<file path="config.mk">
export PLATFORM = sky130hd
export DESIGN_NAME = stopwatch_ctrl
export DESIGN_NICKNAME = d
export VERILOG_FILES = /design/src/rtl/stopwatch_ctrl.sv
export SDC_FILE = /design/constraint.sdc
export NUM_CORES = 1
export LEC_CHECK = 0
export ABC_AREA = 0
export ABC_CLOCK_PERIOD_IN_PS = 4700
export CAP_MARGIN = 20
export CORE_MARGIN = 3
export CORE_UTILIZATION = 30
export DETAILED_ROUTE_END_ITERATION = 6
export SYNTH_ARGS = -nofsm -noshare
export SYNTH_HDL_FRONTEND = slang
export SYNTH_SLANG_ARGS = --single-unit
</file>
<file path="constraint.sdc">
create_clock -name clock -period 4.7 [get_ports clock]
set_input_delay 0.705 -clock clock [delete_from_list [all_inputs] [get_ports clock]]
set_output_delay 0.705 -clock clock [all_outputs]
set_load 0.03 [all_outputs]
</file>
<file path="src/rtl/stopwatch_ctrl.sv">
// Stopwatch controller: debounced start/stop and clear buttons drive an
// IDLE/RUN/PAUSE FSM and a prescaler that emits count ticks to a BCD chain.
//
// state  | meaning
// IDLE   | stopped, prescaler cleared
// RUN    | prescaler advancing, inc pulses every DIV cycles
// PAUSE  | stopped, prescaler holds its partial tick
module stopwatch_ctrl #(
  parameter int unsigned DIV       = 100000,
  parameter int unsigned DB_CYCLES = 1000000
) (
  input  logic       clock,
  input  logic       reset,
  input  logic       btn_ss,
  input  logic       btn_clr,
  output logic       inc,
  output logic       count_clr,
  output logic       running,
  output logic [1:0] state
);

  localparam int unsigned DIV_W = $clog2(DIV);
  localparam int unsigned DB_W  = $clog2(DB_CYCLES);
  localparam logic [DIV_W-1:0] DIV_MAX = DIV_W'(DIV - 1);
  localparam logic [DB_W-1:0]  DB_MAX  = DB_W'(DB_CYCLES - 1);

  typedef enum logic [1:0] {
    S_IDLE  = 2'b00,
    S_RUN   = 2'b01,
    S_PAUSE = 2'b10
  } state_e;

  // bit 0 = start/stop, bit 1 = clear
  logic [1:0]           sync1_q, sync1_d;
  logic [1:0]           sync2_q, sync2_d;
  logic [1:0]           db_q, db_d;
  logic [1:0][DB_W-1:0] db_cnt_q, db_cnt_d;
  logic [1:0]           press;

  state_e               state_q, state_d;
  logic [DIV_W-1:0]     div_cnt_q, div_cnt_d;
  logic                 inc_q, inc_d;
  logic                 count_clr_q, count_clr_d;
  logic                 running_q, running_d;
  logic                 advance;

  always_comb begin
    sync1_d  = {btn_clr, btn_ss};
    sync2_d  = sync1_q;
    db_d     = db_q;
    db_cnt_d = db_cnt_q;
    press    = '0;
    for (int i = 0; i < 2; i++) begin
      if (sync2_q[i] == db_q[i]) begin
        db_cnt_d[i] = '0;
      end else if (db_cnt_q[i] == DB_MAX) begin
        db_d[i]     = sync2_q[i];
        db_cnt_d[i] = '0;
        press[i]    = sync2_q[i];  // only a 0->1 acceptance is an event
      end else begin
        db_cnt_d[i] = db_cnt_q[i] + 1'b1;
      end
    end
  end

  always_comb begin
    state_d     = state_q;
    count_clr_d = 1'b0;
    case (state_q)
      S_IDLE: begin
        if (press[1]) count_clr_d = 1'b1;
        else if (press[0]) state_d = S_RUN;
      end
      S_RUN: begin
        if (press[0]) state_d = S_PAUSE;
      end
      S_PAUSE: begin
        if (press[1]) begin
          state_d     = S_IDLE;
          count_clr_d = 1'b1;
        end else if (press[0]) begin
          state_d = S_RUN;
        end
      end
      default: state_d = S_IDLE;
    endcase
  end

  // The prescaler only advances on edges that stay in RUN, so the entry edge
  // and the pause edge leave the partial tick untouched.
  always_comb begin
    advance   = (state_q == S_RUN) && (state_d == S_RUN);
    div_cnt_d = div_cnt_q;
    inc_d     = 1'b0;
    if (state_d == S_IDLE) begin
      div_cnt_d = '0;
    end else if (advance) begin
      if (div_cnt_q == DIV_MAX) begin
        div_cnt_d = '0;
        inc_d     = 1'b1;
      end else begin
        div_cnt_d = div_cnt_q + 1'b1;
      end
    end
    running_d = (state_d == S_RUN);
  end

  always_ff @(posedge clock) begin
    if (reset) begin
      sync1_q     <= '0;
      sync2_q     <= '0;
      db_q        <= '0;
      db_cnt_q    <= '0;
      state_q     <= S_IDLE;
      div_cnt_q   <= '0;
      inc_q       <= 1'b0;
      count_clr_q <= 1'b0;
      running_q   <= 1'b0;
    end else begin
      sync1_q     <= sync1_d;
      sync2_q     <= sync2_d;
      db_q        <= db_d;
      db_cnt_q    <= db_cnt_d;
      state_q     <= state_d;
      div_cnt_q   <= div_cnt_d;
      inc_q       <= inc_d;
      count_clr_q <= count_clr_d;
      running_q   <= running_d;
    end
  end

  assign inc       = inc_q;
  assign count_clr = count_clr_q;
  assign running   = running_q;
  assign state     = state_q;

endmodule

</file>
* Word-level counts from Yosys, hierarchy flattened *
Index checks and enable logic that the tools add are counted.
Widths: inputs -> output; s select.

storage, ports and cells
  flip-flop bits (word level) = 68
  input bits = 4
  output and inout bits = 5

operators by class
  $add $sub $neg = 3
  reduce and logical (&&, ||, !) cells = 11
  bitwise operators = 4
  multiplexer cells = 12
  equality and inequality tests = 8

operators with widths
  kind                   count
  $add 20x1->20 const B  2
  $eq 20x20->1 const B   2
  $add 17x1->17 const B  1
  $eq 17x17->1 const B   1
  $mux 17                1
  $reduce_or 3->1        3
  $mux 2                 4
  $mux 1                 6
  $pmux 2 s3             1
  $reduce_or 2->1        3
  $eq 2x1->1 const B     2
  $logic_not 2->1        2
  $not 1->1              4
  $reduce_and 2->1       2
  $eq 1x1->1             2
  $eq 2x2->1 const B     1
  $logic_and 1x1->1      1

* Depth between registers and ports, before layout *
Gate-level depths: netlist of run 1.

  word-level depth = 10
  depth in mapped cells = 8
  gate-level depth less buffers = 6

* Worst setup path after synthesis of run 1 *
OpenSTA, ideal clock, no wires.

  path type = register to register
  from = register db_cnt_q[7] (netlist bit)
  to = register div_cnt_q[10]
  buffers on the path = 2
  slack = 2.697 ns
  cell stages (with the launch flop) = 8
  period minus slack after synthesis = 2.003 ns
  data arrival time = 1.937 ns
  cells stage by stage = dfxtp_1 > or4b_4 > nor4_4 > a211oi_1 > a211o_1 > buf_6 > buf_6 > a21oi_2

on the way
  word-level cells in the longest chain between the ends = 8
  elaborated cells between the ends (all ways) = 12
  classes of those cells = eq/ne: 2; mux: 7; reduce/logical: 3

RTL lines
  element                                                      line    RTL
  start, declared                                              37      logic [1:0][DB_W-1:0] db_cnt_q, db_cnt_d;
  start signal, assigned                                       123     db_cnt_q <= db_cnt_d;
  $eq 20x20->1 *                                               56      end else if (db_cnt_q[i] == DB_MAX) begin
  $mux 1 *                                                     56
  $mux 1 *                                                     54      if (sync2_q[i] == db_q[i]) begin
  $mux 2                                                       72, 81
  $mux 2 (on tied branches)                                    78, 71
  $pmux 2 s3 *                                                 69      case (state_q)
  $eq 2x1->1 / $logic_not 2->1 (equally long branches)         92, 95
  $logic_and 1x1->1 / $reduce_or 2->1 (equally long branches)  -
  end signal, assigned                                         125     div_cnt_q <= div_cnt_d;
  end, declared                                                41      logic [DIV_W-1:0] div_cnt_q, div_cnt_d;

Mark *: on every way between the ends. The rest lies on a longest branch, timed or not.
A chain may end at the register's enable or synchronous reset.

* Worst setup path after layout of run 1 *
  from = register db_cnt_q[0] (netlist bit)
  to = register db_cnt_q[7] (netlist bit)

on the way
  word-level cells in the longest chain between the ends = 2
  elaborated cells between the ends (all ways) = 3
  classes of those cells = add/sub: 1; eq/ne: 1; reduce/logical: 1

RTL lines
  element
  branches (longest 2 deep; another with $add 20x1->20)

Several ways; the timed one is not identified.

==> out/metrics.cfg, run 1 <==
[sta]
finalSetupTns_ns=0
period_needed_ns=2.46
fin_crit_sh=0.524
fmax_ghz=0.406
report.final.slew_viol_count=0
setup_viol=0
fin_ws_ns=2.24
slew_headroom=0.556
report.final.hold_viol_count=0
rsz0062_at_grt=false
skew_ns=0.00933
worst_pin_slew_ns=0.666

[floorplan]
initial_core_util=0.311
fp.dieW_um=107
die_h_um=107
num_rows=36
ios=9
die_area_mm2=0.0114
coreArea_mm2=0.00982

[synth]
ys_top_cells_by_area=dfxtp_1 (45%), nor2_1 (7.4%), xnor2_1 (6.9%)
ys_types=43
synth_most_common_cell=dfxtp_1
syn_inst=343
yosys_warnings=0
synth_ff_type=dfxtp_1
synth_area_per_cell_um2=8.91
synth_edf_count=0
ys_top_cells_by_count=dfxtp_1 (68), nor2_1 (60), nand2_1 (26), xnor2_1 (24), xor2_1 (21)
syn_nets=350
seq_area_frac_synth=0.446
yosys.area.top_type=dfxtp_1
async_flop_share=0
yosys.area.top_type_share=0.446
synth-seq-cells=68
synth_area_mm2=0.00306

[global_routing]
grt_pass1_wl_um=10300
antenna_found_initial=0
overflow=0
grt_pass1_vias=2245
track_usage=0.110
grt_max_degree=23

[pwr]
p_per_area_mw_per_mm2=324
irDropWorstVdd_mv=0.298
power_w=0.00112
power.leakage_nw=1.04

[cts]
clk_pin_slew_worst_paths_ns=0.07
cts_resized=0
h-tree-depth=3
cts_tree=done
cts_root_buf=clkbuf_8
cts_buffers=9
cts_buffer_depth=2
clock_sinks=68
post_cts.repair.setup_buffers=0
cts_hold_buf=0
insertion_delay_ns=0.34

[setup_path]
rr_endpoint=db_cnt_q[7]$_SDFF_PP0_
r2r_cells=6
crit_path_end_kind=flop
worstReg2RegStart=db_cnt_q[0]$_SDFF_PP0_
critical_path_class=flop to flop
ff2ff_setup_slack_ns=2.24
worst-path-max-fanout=20
required_ns=4.90
cp-start-kind=flop
arrival_ns=2.66

[layout]
layout-drive-gt1-share=0.0644
antenna_cells=0
fin_nets=359
fin_util=0.353
instances_no_fill=490
area_delta_synth_final_pct=13.3
nFillCells=1067

[routing]
vias=2364
drtPass1Iterations=4
vias_per_cell=4.82
routedWlPerCell_um=11.7
dr.first_iter.drc_count=104
ant_nets=0
drc_errors=0
wirelength_um=5710

[min_path]
holdPathEnd=db_cnt_q[0]$_SDFF_PP0_
min_from=db_cnt_q[0]$_SDFF_PP0_
hp-class=flop to flop
hold_path_depth=1

[placement]
post-place-ws_ns=2.23
dp_hpwl_um=3940
dp_cells=474
place.gp.congestion=0.775
portBuffers=8

[status]
outcome=finished clean

[flow_run]
maxCapViolations=0

-- state kept, by name, indices dropped and copies added (netlist names) --
signal / count
db_cnt_q: 40
running: 1
div_cnt_q: 17
inc: 1
count_clr: 1
db_q: 2
sync2_q: 2
sync1_q: 2
state: 2
-- power by group --
part,internal (W),switching [W]
Clock,0.000313,0.000221
Sequential,0.000578,0.00000114
Combinational,0.00000453,0.00000569
-- how the worst max path moves through the flow --
stage                           startpoint                    endpoint  slack [ns]  cells past startpoint
finish              db_cnt_q[0]$_SDFF_PP0_      db_cnt_q[7]$_SDFF_PP0_        2.24                      6
global route        db_cnt_q[0]$_SDFF_PP0_      db_cnt_q[4]$_SDFF_PP0_        1.96                      6
CTS                 db_cnt_q[0]$_SDFF_PP0_      db_cnt_q[4]$_SDFF_PP0_        2.19                      6
detailed placement  db_cnt_q[0]$_SDFF_PP0_     db_cnt_q[18]$_SDFF_PP0_        2.23                      6
global placement                     reset     db_cnt_q[38]$_SDFF_PP0_        2.28                      3
floorplan           db_cnt_q[7]$_SDFF_PP0_  div_cnt_q[10]$_SDFFE_PP0P_        2.70                      7
-- area by class of cell --
cell class / instances / area [um^2] / share of cell area
clock buffer: 10 / 138 / 0.0397
clock inverter: 6 / 86.3 / 0.0249
inverter: 5 / 18.8 / 0.00542
multi-input combinational: 260 / 1610 / 0.466
sequential: 68 / 1360 / 0.393
tap: 133 / 166 / 0.0480
timing repair buffer: 8 / 80.1 / 0.0231
-- layout by cell type (no fill, tap or decap), drive strengths merged, types with 2 or more instances in the layout --
cell / n
dfxtp: 68
nor2: 60
nand2: 26
xnor2: 24
xor2: 21
nand4: 18
nand3: 13
and3: 12
a21oi: 12
clkbuf: 10
or3: 9
clkdlybuf4s50: 8
o21ai: 6
inv: 6
nor4b: 5
nor2b: 5
a211oi: 5
nor3: 5
o31ai: 5
and4: 4
or4: 4
nor4bb: 3
ha: 3
nand2b: 2
a21o: 2
and2: 2
bufinv: 2
clkinv: 2
or4b: 2
nor4: 2
-- critical path, cell delays in order (launching register included) --
cell and delay [ns]:
dfxtp_1 0.35, ha_1 0.19, nand3_1 0.23, nor4_4 0.62, and3_1 0.28, or3_1 0.55, nor2_1 0.11
-- kinds of logic (layout without fill, tap and decap cells) --
kind of cell | count (synthesis) | in the layout | synth area share
compound gates | 35 | 35 | 0.0766
simple gates | 176 | 176 | 0.307
buf+inv | 15 | 29 | 0.0266
flops | 68 | 68 | 0.446
fa+ha+maj | 3 | 3 | 0.0123
mux | 1 | 1 | 0.00328
xor+xnor | 45 | 45 | 0.129
-- layer usage --
metal / routed length [um] / GRT usage / up-vias / share of wire
met3: 146 / 0.0259 / 11 / 0.026
met2: 2560 / 0.175 / 22 / 0.45
met5: 0 / 0 / - / 0
met1: 2900 / 0.142 / 1101 / 0.51
li1: - / - / 1230 / -
met4: 106 / 0.0466 / 0 / 0.019
-- through the flow --
stage	hold slack, ns	instance area (um^2)
floorplan	0.413	3060
global placement	0.427	3240
detailed placement	0.432	3240
CTS	0.448	3460
global route	0.463	3460
finish	0.444	3460
Note: power is estimated with default switching activity, not from simulation.
==> run 2: changes to the inputs <==
--- a/config.mk
+++ b/config.mk
@@ -6,7 +6,7 @@
 export NUM_CORES = 1
 export LEC_CHECK = 0
 export ABC_AREA = 0
-export ABC_CLOCK_PERIOD_IN_PS = 4700
+export ABC_CLOCK_PERIOD_IN_PS = 2500
 export CAP_MARGIN = 20
 export CORE_MARGIN = 3
 export CORE_UTILIZATION = 30
==> constraint.sdc (replaced) <==
create_clock -name clock -period 2.5 [get_ports clock]
set_input_delay 0.375 -clock clock [delete_from_list [all_inputs] [get_ports clock]]
set_output_delay 0.375 -clock clock [all_outputs]
set_load 0.03 [all_outputs]
==> out/metrics.cfg, run 2 (synthesis results as in run 1) <==
[cts]
insertion_delay_ns=0.34  ; about the same
cts_hold_buf=0  ; unchanged
clk_pin_slew_worst_paths_ns=0.07  ; about the same
cts_buffers=9  ; unchanged
cts_resized=0  ; unchanged
post_cts.repair.setup_buffers=0  ; unchanged
cts_buffer_depth=2  ; unchanged
cts_tree=done
cts_root_buf=clkbuf_8
h-tree-depth=3  ; unchanged
clock_sinks=68  ; unchanged

[pwr]
power.leakage_nw=1.06  ; +2.0%
irDropWorstVdd_mv=0.319  ; +7.1%
p_clk_frac=0.462  ; -0.013
p_comb_frac=0.011  ; +0.002
p_per_area_mw_per_mm2=591  ; +82%
p_sw_frac=0.201  ; -0.00179
power_w=0.00207  ; +84%
switchingPower_w=0.000415  ; +82%
p_int_w=0.00165  ; +84%
power_frac_seq=0.527  ; +0.011

[floorplan]
ios=9  ; unchanged
fp.dieW_um=107  ; unchanged
die_h_um=107  ; unchanged
num_rows=36  ; unchanged
coreArea_mm2=0.00982  ; unchanged
die_area_mm2=0.0114  ; unchanged
initial_core_util=0.311  ; unchanged

[routing]
vias_per_cell=4.75  ; -1.5%
drc_errors=0  ; unchanged
wirelength_um=5700  ; -0.11%
drtPass1Iterations=4  ; unchanged
vias=2358  ; -0.25%
ant_nets=0  ; unchanged
routedWlPerCell_um=11.5  ; -1.3%
dr.first_iter.drc_count=87  ; -16%

[sta]
rsz0062_at_grt=false
setup_viol=0  ; unchanged
report.final.hold_viol_count=0  ; unchanged
fin_crit_sh=0.867  ; +0.342
fin_ws_ns=0.334  ; -1.90 ns
report.final.slew_viol_count=0  ; unchanged
worst_pin_slew_ns=0.601  ; -0.0648 ns
finalSetupTns_ns=0  ; unchanged
skew_ns=0.00710  ; -0.00223 ns
fmax_ghz=0.462  ; +14%
slew_headroom=0.599  ; +0.0432
period_needed_ns=2.17  ; -0.297 ns

[layout]
layout-drive-gt1-share=0.0771  ; +0.0127
regMostFlops=db_cnt_q
reg_top3=db_cnt_q: 40 flops, div_cnt_q: 17 flops
area_delta_synth_final_pct=14.5
layout_commonest_cell=dfxtp_1
largest_reg_flops=40  ; unchanged
mostFrequentLayoutCells=dfxtp_1 (68), nor2_1 (60), nand2_1 (26)
fin_util=0.356  ; +0.00344
fin_nets=366  ; +1.9%
instances_no_fill=496  ; +1.2%
antenna_cells=0  ; unchanged
nFillCells=1052  ; -1.4%

[setup_path]
path_cells=ha_1, nand3_1, nor4_4, a211oi_1, a211o_1, a21oi_1
cpPeakStageDelay_ns=0.52  ; -0.10 ns
worst-path-max-fanout=17  ; -15%
cp-start-kind=flop
r2r_cells=6  ; unchanged
required_ns=2.77  ; -2.13 ns
critical_path_class=flop to flop
slowest_stage=a211o_1
crit_path_end_kind=flop
arrival_ns=2.43  ; -0.23 ns

[global_routing]
grt_pass1_vias=2308  ; +2.8%
grt_max_degree=21  ; -8.7%
overflow=0  ; unchanged
antenna_found_initial=0  ; unchanged
grt_pass1_wl_um=10200  ; -1.1%
track_usage=0.109  ; -0.00126

[placement]
portBuffers=8  ; unchanged
post-place-ws_ns=0.325  ; -1.90 ns
dp_hpwl_um=4070  ; +3.5%
dp_cells=481  ; +1.5%
place.gp.congestion=0.702  ; -9.5%

[min_path]
hold_path_depth=1  ; unchanged
hp-class=flop to flop

[status]
outcome=finished clean

[flow_run]
maxCapViolations=0  ; unchanged

-- run 2: area by class of cell --
cell class | count | area (um^2) | share of cell area
Clock buffer | 10 | 128 | 0.0365
Clock inverter | 5 | 77.6 | 0.0222
Inverter | 5 | 18.8 | 0.00537
Multi-Input combinational cell | 260 | 1610 | 0.461
Sequential cell | 68 | 1360 | 0.389
Tap cell | 133 | 166 | 0.0476
Timing Repair Buffer | 15 | 133 | 0.0379
-- run 2: per-layer routing --
metal / GRT usage / vias to the layer above / part of all wire
li1: - / 1230 / -
met1: 0.134 / 1101 / 0.49
met2: 0.181 / 19 / 0.46
met3: 0.0331 / 8 / 0.032
met4: 0.0356 / 0 / 0.015
met5: 0 / - / 0
-- run 2: power groups by stage --
stage | combinational [W] | sequential, W | clock [W]
after floorplan | 0.0000125 | 0.00111 | 0
after global placement | 0.0000236 | 0.00111 | 0
after detailed placement | 0.0000238 | 0.00111 | 0
after CTS | 0.0000239 | 0.00109 | 0.000980
after global routing | 0.0000263 | 0.00109 | 0.00102
final | 0.0000236 | 0.00109 | 0.000954
-- run 2: worst paths after layout --
kind                                              from                   endpoint  slack (ns)
worst max register to register  db_cnt_q[0]$_SDFF_PP0_  div_cnt_q[3]$_SDFFE_PP0P_        0.33
worst min-delay path            db_cnt_q[0]$_SDFF_PP0_     db_cnt_q[0]$_SDFF_PP0_        0.44
worst min register to register  db_cnt_q[0]$_SDFF_PP0_     db_cnt_q[0]$_SDFF_PP0_        0.44
worst max-delay path            db_cnt_q[0]$_SDFF_PP0_  div_cnt_q[3]$_SDFFE_PP0P_        0.33
-- run 2: per-stage QoR --
stage	cell area, um^2	hold WS (ns)
2_1_floorplan	3060	0.413
3_3_place_gp	3290	0.421
3_5_place_dp	3290	0.428
4_1_cts	3500	0.448
5_1_grt	3500	0.460
6_report	3500	0.444
-- run 2: worst max-delay path: cells and delay by family (launching register included) --
family / cells / cell delay, ns
AOI/OAI and AO/OA: 3 / 0.87
and+or+nand+nor: 2 / 0.69
DFF: 1 / 0.35
adders and majority gates: 1 / 0.19
